`src/rtl/estimador_mvrow_caller.sv`:
```
// Caller-side controller for the mvmult row pipeline. It takes one scalar in and issues an
// ap_ctrl_hs call. It then captures the three ap_vld results and replays them as a 3-beat stream.
module estimador_mvrow_caller #(
  parameter int W       = 21,
  parameter int TIMEOUT = 64
) (
  input  logic         ap_clk,
  input  logic         ap_rst_n,
  input  logic         in_valid,
  output logic         in_ready,
  input  logic [W-1:0] in_data,
  output logic         callee_start,
  input  logic         callee_ready,
  input  logic         callee_done,
  output logic [W-1:0] callee_arg,
  input  logic [W-1:0] callee_out0,
  input  logic [W-1:0] callee_out1,
  input  logic [W-1:0] callee_out2,
  input  logic         callee_vld0,
  input  logic         callee_vld1,
  input  logic         callee_vld2,
  output logic         out_valid,
  input  logic         out_ready,
  output logic [W-1:0] out_data,
  output logic [1:0]   out_idx,
  output logic         out_last,
  output logic         err_missing,
  output logic         err_timeout,
  output logic         busy
);

  localparam int CW = $clog2(TIMEOUT);

  typedef enum logic [1:0] {S_IDLE, S_START, S_WAIT, S_EMIT} state_t;

  state_t         state_q, state_d;
  logic [W-1:0]   arg_q;
  logic [W-1:0]   res_q [3];
  logic [2:0]     cap_q;
  logic [CW-1:0]  cnt_q;
  logic [1:0]     idx_q;
  logic           err_missing_q, err_timeout_q;

  logic [W-1:0]   cout [3];
  logic [2:0]     vld_vec;
  logic           accept, capturing, done_now, timeout_hit, beat;

  assign cout[0] = callee_out0;
  assign cout[1] = callee_out1;
  assign cout[2] = callee_out2;
  assign vld_vec = {callee_vld2, callee_vld1, callee_vld0};

  assign accept      = (state_q == S_IDLE) && in_valid;
  assign capturing   = (state_q == S_START) || (state_q == S_WAIT);
  // A done that lands together with ready in START counts as the WAIT done.
  assign done_now    = ((state_q == S_WAIT) && callee_done) ||
                       ((state_q == S_START) && callee_ready && callee_done);
  assign timeout_hit = (state_q == S_WAIT) && !callee_done && (cnt_q == CW'(TIMEOUT - 1));
  assign beat        = (state_q == S_EMIT) && out_ready;

  always_ff @(posedge ap_clk or negedge ap_rst_n) begin
    if (!ap_rst_n) state_q <= S_IDLE;
    else           state_q <= state_d;
  end

  always_comb begin
    state_d = state_q;
    case (state_q)
      S_IDLE:  if (in_valid) state_d = S_START;
      S_START: if (callee_ready) state_d = callee_done ? S_EMIT : S_WAIT;
      S_WAIT:  if (callee_done) state_d = S_EMIT;
               else if (timeout_hit) state_d = S_IDLE;
      S_EMIT:  if (out_ready && (idx_q == 2'd2)) state_d = S_IDLE;
      default: state_d = S_IDLE;
    endcase
  end

  always_comb begin
    in_ready     = (state_q == S_IDLE);
    callee_start = (state_q == S_START);
    out_valid    = (state_q == S_EMIT);
    busy         = (state_q != S_IDLE);
    out_idx      = idx_q;
    out_last     = (state_q == S_EMIT) && (idx_q == 2'd2);
    out_data     = '0;
    if (state_q == S_EMIT) out_data = res_q[idx_q];
    callee_arg   = arg_q;
    err_missing  = err_missing_q;
    err_timeout  = err_timeout_q;
  end

  always_ff @(posedge ap_clk or negedge ap_rst_n) begin
    if (!ap_rst_n) begin
      arg_q         <= '0;
      cap_q         <= '0;
      cnt_q         <= '0;
      idx_q         <= '0;
      err_missing_q <= 1'b0;
      err_timeout_q <= 1'b0;
      for (int i = 0; i < 3; i++) res_q[i] <= '0;
    end else begin
      if (accept) begin
        arg_q <= in_data;
        cap_q <= '0;
        for (int i = 0; i < 3; i++) res_q[i] <= '0;
      end else if (capturing) begin
        for (int i = 0; i < 3; i++) begin
          if (vld_vec[i]) begin
            res_q[i] <= cout[i];
            cap_q[i] <= 1'b1;
          end
        end
      end

      if ((state_q == S_START) && callee_ready) cnt_q <= '0;
      else if (state_q == S_WAIT)               cnt_q <= cnt_q + CW'(1);

      // Same-cycle strobes count towards completeness of the result set.
      err_missing_q <= done_now && ((cap_q | vld_vec) != 3'b111);
      err_timeout_q <= timeout_hit;

      if (beat) idx_q <= (idx_q == 2'd2) ? 2'd0 : idx_q + 2'd1;
    end
  end

endmodule

```
`config.mk`:
```
export PLATFORM = sky130hd
export DESIGN_NAME = estimador_mvrow_caller
export DESIGN_NICKNAME = d
export VERILOG_FILES = /design/src/rtl/estimador_mvrow_caller.sv
export SDC_FILE = /design/constraint.sdc
export NUM_CORES = 1
export LEC_CHECK = 0
export BUFFER_PORTS_ARGS = -buffer_cell sky130_fd_sc_hd__buf_2
export CORE_ASPECT_RATIO = 0.75
export CORE_MARGIN = 2
export CORE_UTILIZATION = 40
export CTS_BUF_LIST = sky130_fd_sc_hd__clkbuf_4 sky130_fd_sc_hd__clkbuf_8 sky130_fd_sc_hd__clkbuf_16
export CTS_CLUSTER_SIZE = 28
export DETAILED_ROUTE_END_ITERATION = 10
export GPL_TIMING_DRIVEN = 0
export HOLD_SLACK_MARGIN = 0.08
export PLACE_DENSITY = 0.78
export SLEW_MARGIN = 20
export SYNTH_ARGS = -nofsm -noshare
export SYNTH_HDL_FRONTEND = slang
export SYNTH_SLANG_ARGS = --single-unit
```
`constraint.sdc`:
```
create_clock -name ap_clk -period 1.6 [get_ports ap_clk]
set_input_delay 0.16 -clock ap_clk [delete_from_list [all_inputs] [get_ports ap_clk]]
set_output_delay 0.16 -clock ap_clk [all_outputs]
set_load 0.03 [all_outputs]
```
==> flow_summary_export.csv, run 1 <==
group,metric,value,unit
outcome,status,"complete, but fails checks",
outcome,violations,"setup timing",
drt,dr_total_vias,4863,
sta,finalHoldViolCount,0,
cts,cts.sinks,99,
cts,cts.path.max_buffers,2,
sta,slew_violations,0,
final_layout,nets,846,
grt,track_usage,25.4,%
cts,cts_tree,"built",
drt,drt_wl_total,16400,um
grt,grt_use_met2,43.4,%
place,port_buffers,143,
critical_path,path_class,"register to primary output",
pwr,cellPowerDensity,2050,nW/um^2
grt,grt_use_met3,6.36,%
drt,drt_iter0_drc,501,
logic_synthesis,syn_inst,495,
min_path,hp-class,"primary input to register",
die,coreArea,11000,um^2
logic_synthesis,synth_warnings,0,
critical_path,arrival,1.83,ns
die,io_pins,144,
die,fp.dieH,96.6,um
pwr,total_leakage_power,3.54,nW
critical_path,critical_path.startpoint_type,"register",
final_layout,fin_cells,892,
cts,numCtsBuffers,9,
grt,grt.busiest_layer,"met2",
grt,grt_pass1_vias,5005,
final_layout,design_area,7590,um^2
grt,grt_max_degree,69,
final_layout,post-route-util,68.9,%
cts,root_buffer,"clkbuf_16",
critical_path,end_kind,"primary output",
drt,first_pass_iters,8,
min_path,holdPathStages,3,
sta,timing.final.crit_period,1.99,ns
sta,slew_headroom,76.1,%
drt,drc,0,
grt,antenna_found_initial,0,
die,start_util,41.5,%
pwr,ir_worst_vdd,1.02,mV
place,dp_hpwl,9810,um
grt,grt_pass1_wl,24400,um
place,routabilityCongestion,0.860,
grt,grt_overflow,0,
final_layout,multi_input_area,2360,um^2
final_layout,syn2layout_area_growth,66.0,%
sta,setup_viol,31,
logic_synthesis,yosysUniqueCellTypes,35,
place,dpl_cell_area,5560,um^2
place,dpl.cell_count,779,
sta,clock_skew,0.00878,ns
die,die_area,12300,um^2
critical_path,worstPathRequired,1.44,ns
critical_path,reg2reg_depth,9,
final_layout,fillCellCount,723,
logic_synthesis,syn_nets,594,
drt,wl_per_cell,18.4,um
logic_synthesis,seq_area_frac_synth,54.2,%
logic_synthesis,ys_ff_latch,99,
cts,htree_num_levels,3,
logic_synthesis,netlist_area,4570,um^2
final_layout,insertedDiodeCount,0,
sta,setup_ws,-0.390,ns
cts,clkSlewWorstSetupHoldPaths,0.07,ns
critical_path,crit_fanout,8,
cts,insertion_delay,0.36,ns
drt,ant_nets,0,
sta,post-route-period-util,124,%
final_layout,layout.area.seq,2480,um^2
die,rows,33,
sta,worst_pin_slew,0.359,ns
final_layout,drive_above_1_share,39.5,%
sta,max_freq,502,MHz
logic_synthesis,avgSynthCellArea,9.24,um^2
run,drv_cap,0,
sta,whs,0.0896,ns
drt,vias_per_cell,5.45,
die,die_w,127,um
grt,gr-usage-met1,30.6,%
sta,rsz0062_at_grt,"yes",
==> state kept, by name, indices dropped and copies added (netlist names) <==
name	cells
res_q	63
err_timeout	1
callee_arg	21
out_idx	2
cap_q	3
err_missing	1
cnt_q	6
state_q	2
==> critical path, stage by stage (launching register included) <==
cell and delay [ns]:
dfrtp_2 0.43, buf_12 0.16, buf_12 0.16, mux2i_4 0.20, nor2_1 0.11, a21oi_1 0.05
nor2_1 0.17, buf_4 0.20
==> cells in the final DEF (no fill, tap or decap), types with 2 or more instances in the layout <==
cell,instances
ha_1,3
o21ai_0,2
clkbuf_4,2
mux2i_4,11
nor2_4,3
clkbuf_2,3
inv_2,2
buf_4,19
buf_2,123
nor2_1,36
ha_4,2
clkbuf_16,11
nand2_1,132
and2_2,2
nor2_2,17
nand4_1,2
nor3_1,2
bufinv_16,2
buf_12,3
and3_1,2
a21oi_2,12
buf_8,3
dlygate4sd3_1,84
and2_4,2
clkbuf_8,4
clkinv_2,2
mux2i_1,6
mux2_4,21
buf_6,30
xor2_1,3
buf_16,2
a21o_1,2
dfrtp_1,98
mux2i_2,5
a21oi_1,72
==> kinds of logic after synthesis <==
family	synth area share, %
buffers and inverters	3.83
adder cells (fa/ha/maj)	1.64
flip-flops	54.2
AO/OA/AOI/OAI	11.1
multiplexers	10.2
XOR/XNOR	0.766
AND/OR/NAND/NOR	18.3
==> stage by stage <==
stage | worst slack, ns | TNS [ns] | power [mW]
2_1_floorplan | -0.127 | -1.71 | 8.58
3_3_place_gp | -0.741 | -73.89 | 10.1
3_5_place_dp | -0.271 | -19.39 | 10.4
4_1_cts | -0.313 | -5.52 | 14.1
5_1_grt | -0.438 | -8.45 | 16.3
6_report | -0.390 | -6.70 | 15.6
==> cells in the mapped netlist, drive strengths merged <==
library cell	number	area, um^2
nand2b	1	6.26
nand2	132	495
a2bb2oi	1	8.76
o221ai	1	15.0
a221o	1	10.0
and3b	1	8.76
buf	16	88.8
o21ai	2	10.0
nor2	56	210
o22ai	1	6.26
nor4	1	6.26
inv	5	18.8
or3	1	6.26
nand3	1	5.00
a21oi	85	425
mux2i	22	220
and3	2	12.5
nand4	2	12.5
nor3b	2	15.0
dfrtp	99	2480
nor2b	1	6.26
mux2	22	248
and2	5	31.3
a21o	2	15.0
o221a	1	11.3
clkbuf	18	67.6
nor3	3	20.0
a31oi	1	6.26
ha	6	75.1
xor2	3	26.3
xnor2	1	8.76
==> power breakdown <==
group          total, mW  internal (mW)  switching [mW]
Sequential          4.40           3.57           0.823
Clock               2.40           1.38            1.01
Combinational       8.76           3.88            4.88
==> layout make-up <==
| type | count | share of cell area [%] |
|---|---|---|
| tap | 140 | 2.31 |
| multi-input combinational | 357 | 31.0 |
| clock inverter | 7 | 1.30 |
| buffer | 32 | 4.73 |
| sequential | 99 | 32.6 |
| inverter | 5 | 0.330 |
| timing repair buffer | 243 | 24.7 |
| clock buffer | 9 | 2.97 |
==> path summary, 6_finish.rpt <==
check                                        from                endpoint  slack, ns
max                        out_idx[1]$_DFFE_PN0P_            out_data[14]      -0.39
min                               callee_out2[19]   res_q[19]$_DFFE_PN0P_       0.09
max reg2reg                state_q[1]$_DFFE_PN0P_  state_q[1]$_DFFE_PN0P_      -0.02
min reg2reg                  cap_q[2]$_DFFE_PN0P_    cap_q[2]$_DFFE_PN0P_       0.51
max in group asynchronous                ap_rst_n   res_q[15]$_DFFE_PN0P_       0.71
min in group asynchronous                ap_rst_n  out_idx[0]$_DFFE_PN0P_       0.25
==> what timing repair did <==
| item | 4_1_cts | 5_1_grt |
|---|---|---|
| pin swaps | 8 | 12 |
| hold endpoints to repair | 182 | 0 |
| setup buffers | 6 | 6 |
| resized for setup | 111 | 114 |
| gates cloned | 2 | 2 |
| hold buffers | 84 | 0 |
| endpoints found under the setup margin | 104 | 112 |
==> metal layers <==
metal	wire, um	part of all wire, %	up-vias
met5	0	0	-
met4	663	4.0	0
met3	1250	7.6	73
met2	8210	50	281
met1	6250	38	2368
li1	-	-	2141
No activity file was read; power rests on OpenSTA's default activity.
==> run 2, diff against run 1 <==
--- a/config.mk
+++ b/config.mk
@@ -14,7 +14,7 @@
 export DETAILED_ROUTE_END_ITERATION = 10
 export GPL_TIMING_DRIVEN = 0
 export HOLD_SLACK_MARGIN = 0.08
-export PLACE_DENSITY = 0.78
+export PLACE_DENSITY = 0.65
 export SLEW_MARGIN = 20
 export SYNTH_ARGS = -nofsm -noshare
 export SYNTH_HDL_FRONTEND = slang
==> constraint.sdc (replaced) <==
create_clock -name ap_clk -period 2.42 [get_ports ap_clk]
set_input_delay 0.242 -clock ap_clk [delete_from_list [all_inputs] [get_ports ap_clk]]
set_output_delay 0.242 -clock ap_clk [all_outputs]
set_load 0.03 [all_outputs]
==> flow_summary_export.csv, run 2 (synthesized netlist as in run 1, its figures left out) <==
group,metric,value,unit
outcome,status,"completed",
die,fp.dieH,96.6,um
die,die_w,127,um
place,port_buffers,143,
place,dpl_cell_area,5500,um^2
sta,tns,0,ns
place,place_ws,0.430,ns
sta,whs,0.129,ns
grt,grt_pass1_vias,3897,
drt,wl_per_cell,15.4,um
grt,track_usage,20.5,%
critical_path,path_class,"register to primary output",
critical_path,crit_fanout,10,
drt,drt_wl_total,12200,um
critical_path,reg2reg_depth,6,
final_layout,final_common_cell,"buf_2",
final_layout,drive_above_1_share,30.8,%
drt,drc,0,
sta,post-route-period-util,92.3,%
sta,slew_violations,0,
cts,root_buffer,"clkbuf_16",
pwr,cellPowerDensity,1400,nW/um^2
final_layout,insertedDiodeCount,0,
sta,setup_viol,0,
pwr,power.total,8.14,mW
drt,ant_nets,0,
final_layout,layout_common_cells,"buf_2 (155), nand2_1 (132), dfrtp_1 (99)",
sta,worst_pin_slew,0.504,ns
die,coreArea,11000,um^2
sta,slew_headroom,66.4,%
grt,grt_max_degree,65,
final_layout,fin_cells,796,
critical_path,end_kind,"primary output",
grt,grt_overflow,0,
min_path,holdPathStages,3,
grt,grt_pass1_wl,19900,um
die,io_pins,144,
place,dpl.cell_count,779,
cts,cts.sinks,99,
critical_path,arrival,1.99,ns
pwr,total_leakage_power,2.89,nW
die,rows,33,
sta,setup_ws,0.187,ns
final_layout,fillCellCount,1019,
pwr,ir_worst_vdd,0.520,mV
final_layout,largest_register_ffs,63,
sta,timing.final.crit_period,2.23,ns
final_layout,syn2layout_area_growth,27.2,%
cts,insertion_delay,0.34,ns
final_layout,design_area,5820,um^2
critical_path,r2r_setup_slack,0.42,ns
final_layout,nets,750,
min_path,hp-class,"primary input to register",
drt,dr_total_vias,3973,
run,drv_cap,0,
cts,htree_num_levels,3,
drt,vias_per_cell,4.99,
cts,cts.path.max_buffers,2,
final_layout,post-route-util,52.8,%
place,dp_hpwl,9490,um
final_layout,multi_input_area,1920,um^2
die,start_util,41.5,%
sta,rsz0062_at_grt,"no",
cts,numCtsBuffers,9,
drt,drt_iter0_drc,248,
sta,finalHoldViolCount,0,
place,routabilityCongestion,0.813,
die,die_area,12300,um^2
sta,max_freq,448,MHz
final_layout,layout.area.seq,2480,um^2
cts,cts_tree,"built",
drt,first_pass_iters,6,
sta,clock_skew,0.00725,ns
critical_path,worstPathRequired,2.18,ns
final_layout,regMostFlops,"res_q",
grt,antenna_found_initial,0,
cts,clkSlewWorstSetupHoldPaths,0.07,ns
critical_path,critical_path.startpoint_type,"register",
run 2: changes by cell type in the layout (fill, tap and decap cells not counted), sizes merged:
cell,previous run,this run
buf,180,159
bufinv,2,1
clkbuf,20,30
clkinv,3,2
dlygate4sd3,84,1
run 2: repair_timing:
item                                   CTS  global route
buffers inserted                         0             0
resized for setup                        0             3
endpoints found under the hold margin   35             0
setup endpoints to repair                0             5
hold buffers                             1             0
run 2: final cells by class:
cell class | instances | area share [%]
Clock buffer | 11 | 4.24
Inverter | 5 | 0.323
Buffer | 34 | 2.75
Timing Repair Buffer | 145 | 13.1
Multi-Input combinational cell | 357 | 33.0
Tap cell | 140 | 3.01
Clock inverter | 5 | 1.03
Sequential cell | 99 | 42.6
run 2: critical path, cell delays in order, from the launching register on:
cell and delay (ns):
dfrtp_1 0.34, buf_4 0.18, buf_2 0.30, mux2i_1 0.36
nor2_1 0.07, a21oi_1 0.13, nor2_1 0.07, buf_2 0.20
run 2: routing by layer:
layer  wire [um]  track usage (%)  vias up  part of all wire, %
met4         186             5.07        0                  1.5
met5           0                0        -                    0
met1        5610             29.1     1901                   46
li1            -                -     1944                    -
met3         663             4.15       17                  5.4
met2        5780             32.2      111                   47
run 2: report_power, final:
group / internal [mW] / switching [mW] / total (mW)
registers: 2.36 / 0.382 / 2.74
logic: 1.40 / 2.54 / 3.94
clock network: 0.845 / 0.620 / 1.46
run 2: path summary, 6_finish.rpt:
check / start / endpoint
max: out_idx[1]$_DFFE_PN0P_ / out_data[14]
min: callee_out0[12] / res_q[54]$_DFFE_PN0P_
max reg2reg: state_q[1]$_DFFE_PN0P_ / res_q[62]$_DFFE_PN0P_
min reg2reg: cap_q[2]$_DFFE_PN0P_ / cap_q[2]$_DFFE_PN0P_
max in group asynchronous: ap_rst_n / res_q[33]$_DFFE_PN0P_
min in group asynchronous: ap_rst_n / callee_arg[7]$_DFFE_PN0P_
==> run 3, diff against run 2 <==
--- a/config.mk
+++ b/config.mk
@@ -6,6 +6,8 @@
 export NUM_CORES = 1
 export LEC_CHECK = 0
 export BUFFER_PORTS_ARGS = -buffer_cell sky130_fd_sc_hd__buf_2
+export CELL_PAD_IN_SITES_DETAIL_PLACEMENT = 0
+export CELL_PAD_IN_SITES_GLOBAL_PLACEMENT = 1
 export CORE_ASPECT_RATIO = 0.75
 export CORE_MARGIN = 2
 export CORE_UTILIZATION = 40
@@ -14,7 +16,7 @@
 export DETAILED_ROUTE_END_ITERATION = 10
 export GPL_TIMING_DRIVEN = 0
 export HOLD_SLACK_MARGIN = 0.08
-export PLACE_DENSITY = 0.65
+export PLACE_DENSITY_LB_ADDON = 0.1
 export SLEW_MARGIN = 20
 export SYNTH_ARGS = -nofsm -noshare
 export SYNTH_HDL_FRONTEND = slang
==> flow_summary_export.csv, run 3 (synthesized netlist as in run 1, its figures left out) <==
group,metric,value,unit
outcome,status,"completed",
grt,grt_pass1_vias,3929,
sta,worst_pin_slew,0.558,ns
place,place_ws,0.431,ns
final_layout,multi_input_area,1940,um^2
run,drv_cap,0,
critical_path,crit_chain,"buf_4 > clkbuf_4 > mux2i_1 > nor2_1 > a21oi_1 > nor2_1 > buf_2",
grt,grt_overflow,0,
critical_path,worstPathRequired,2.18,ns
sta,setup_viol,0,
sta,finalHoldViolCount,0,
final_layout,final_common_cell,"buf_2",
drt,drt_wl_total,12400,um
final_layout,fin_cells,796,
cts,cts.sinks,99,
cts,cts.path.max_buffers,2,
min_path,min_from,"callee_out2[8]",
critical_path,critical_path.startpoint_type,"register",
die,die_area,12300,um^2
final_layout,drive_above_1_share,31.6,%
place,port_buffers,143,
die,fp.dieH,96.6,um
pwr,cellPowerDensity,1420,nW/um^2
place,dpl.cell_count,779,
cts,numCtsBuffers,9,
critical_path,r2r-start,"state_q[1]$_DFFE_PN0P_",
final_layout,syn2layout_area_growth,27.8,%
critical_path,crit_fanout,10,
critical_path,path_class,"register to primary output",
cts,cts_tree,"built",
final_layout,nets,750,
cts,clkSlewWorstSetupHoldPaths,0.07,ns
sta,max_freq,431,MHz
grt,grt.busiest_layer,"met1",
drt,first_pass_iters,4,
critical_path,arrival,2.08,ns
die,start_util,41.5,%
place,dp_hpwl,9420,um
critical_path,cp_num_buf_inv,3,
grt,grt_pass1_wl,20400,um
grt,grt_max_degree,74,
drt,dr_total_vias,3919,
cts,htree_num_levels,3,
cts,root_buffer,"clkbuf_16",
critical_path,cp_common_cell,"nor2_1",
grt,track_usage,21.3,%
sta,slew_headroom,62.8,%
final_layout,fillCellCount,1084,
drt,ant_nets,0,
final_layout,layout.area.seq,2480,um^2
grt,antenna_found_initial,0,
final_layout,largest_register_ffs,63,
min_path,hp-class,"primary input to register",
grt,grt_use_met3,6.03,%
die,rows,33,
die,coreArea,11000,um^2
sta,timing.final.crit_period,2.32,ns
final_layout,layout_common_cells,"buf_2 (154), nand2_1 (132), dfrtp_1 (99)",
grt,gr-usage-met1,31.8,%
pwr,ir_worst_vdd,0.729,mV
critical_path,end_kind,"primary output",
cts,insertion_delay,0.35,ns
sta,whs,0.118,ns
place,routabilityCongestion,0.778,
drt,vias_per_cell,4.92,
sta,clock_skew,0.00935,ns
critical_path,critPathMaxStageDelay,0.39,ns
sta,setup_ws,0.0977,ns
pwr,total_leakage_power,2.90,nW
die,die_w,127,um
sta,tns,0,ns
critical_path,crit_path_top_delay_cell,"dfrtp_1",
sta,rsz0062_at_grt,"no",
drt,drc,0,
final_layout,regMostFlops,"res_q",
grt,grt_use_met2,31.5,%
place,dpl_cell_area,5500,um^2
drt,drt_iter0_drc,249,
sta,slew_violations,0,
final_layout,design_area,5850,um^2
final_layout,insertedDiodeCount,0,
die,io_pins,144,
drt,wl_per_cell,15.6,um
sta,post-route-period-util,96.0,%
critical_path,cpLargestDelayFamily,"buffers and inverters",
critical_path,startpoint,"out_idx[1]$_DFFE_PN0P_",
-- run 3: report_power, final --
part	internal (mW)	switching, mW	leakage (nW)	total [mW]
Clock	0.839	0.667	0.155	1.51
Combinational	1.43	2.60	1.49	4.03
Sequential	2.36	0.386	1.25	2.74
-- run 3: worst paths after layout --
| path | to | slack (ns) | depth (start not counted) |
|---|---|---|---|
| max reg2reg | res_q[49]$_DFFE_PN0P_ | 0.38 | 6 |
| max in group asynchronous | res_q[36]$_DFFE_PN0P_ | 1.45 | 3 |
| min reg2reg | callee_arg[17]$_DFFE_PN0P_ | 0.50 | 1 |
| min | res_q[8]$_DFFE_PN0P_ | 0.12 | 3 |
| max | out_data[12] | 0.1 | 7 |
| min in group asynchronous | callee_arg[9]$_DFFE_PN0P_ | 0.32 | 2 |
-- run 3: cell type report --
| class | count | share of cell area (%) |
|---|---|---|
| plain buffers | 34 | 2.78 |
| multi-input cells | 357 | 33.2 |
| clock inverters | 6 | 1.35 |
| repair buffers | 145 | 13.0 |
| inverters | 5 | 0.321 |
| clock buffers | 10 | 3.98 |
| flip-flops and latches | 99 | 42.4 |
| well taps | 140 | 3.00 |
-- run 3: what timing repair did --
| item | CTS | global route |
|---|---|---|
| setup buffers | 0 | 0 |
| hold buffers | 1 | 0 |
| setup endpoints to repair | 0 | 10 |
| hold endpoints to repair | 26 | 0 |
| resized for setup | 0 | 9 |
-- run 3: metrics by stage --
stage	utilization [%]	total power, mW
5_1_grt	53.0	8.93
4_1_cts	52.8	8.29
3_3_place_gp	49.6	6.66
6_report	53.0	8.28
3_5_place_dp	49.9	6.76
2_1_floorplan	-	5.56
-- run 3: metal layers --
metal,vias up,wire (um)
met1,1851,6120
met5,-,0
met3,8,778
li1,1944,-
met4,0,82
met2,116,5450
-- run 3: tightest hold or removal path: cells and delay by family --
family                 cells  cell delay (ns)
AOI/OAI and AO/OA          1             0.05
buffers and inverters      1             0.10
and+or+nand+nor            1             0.04
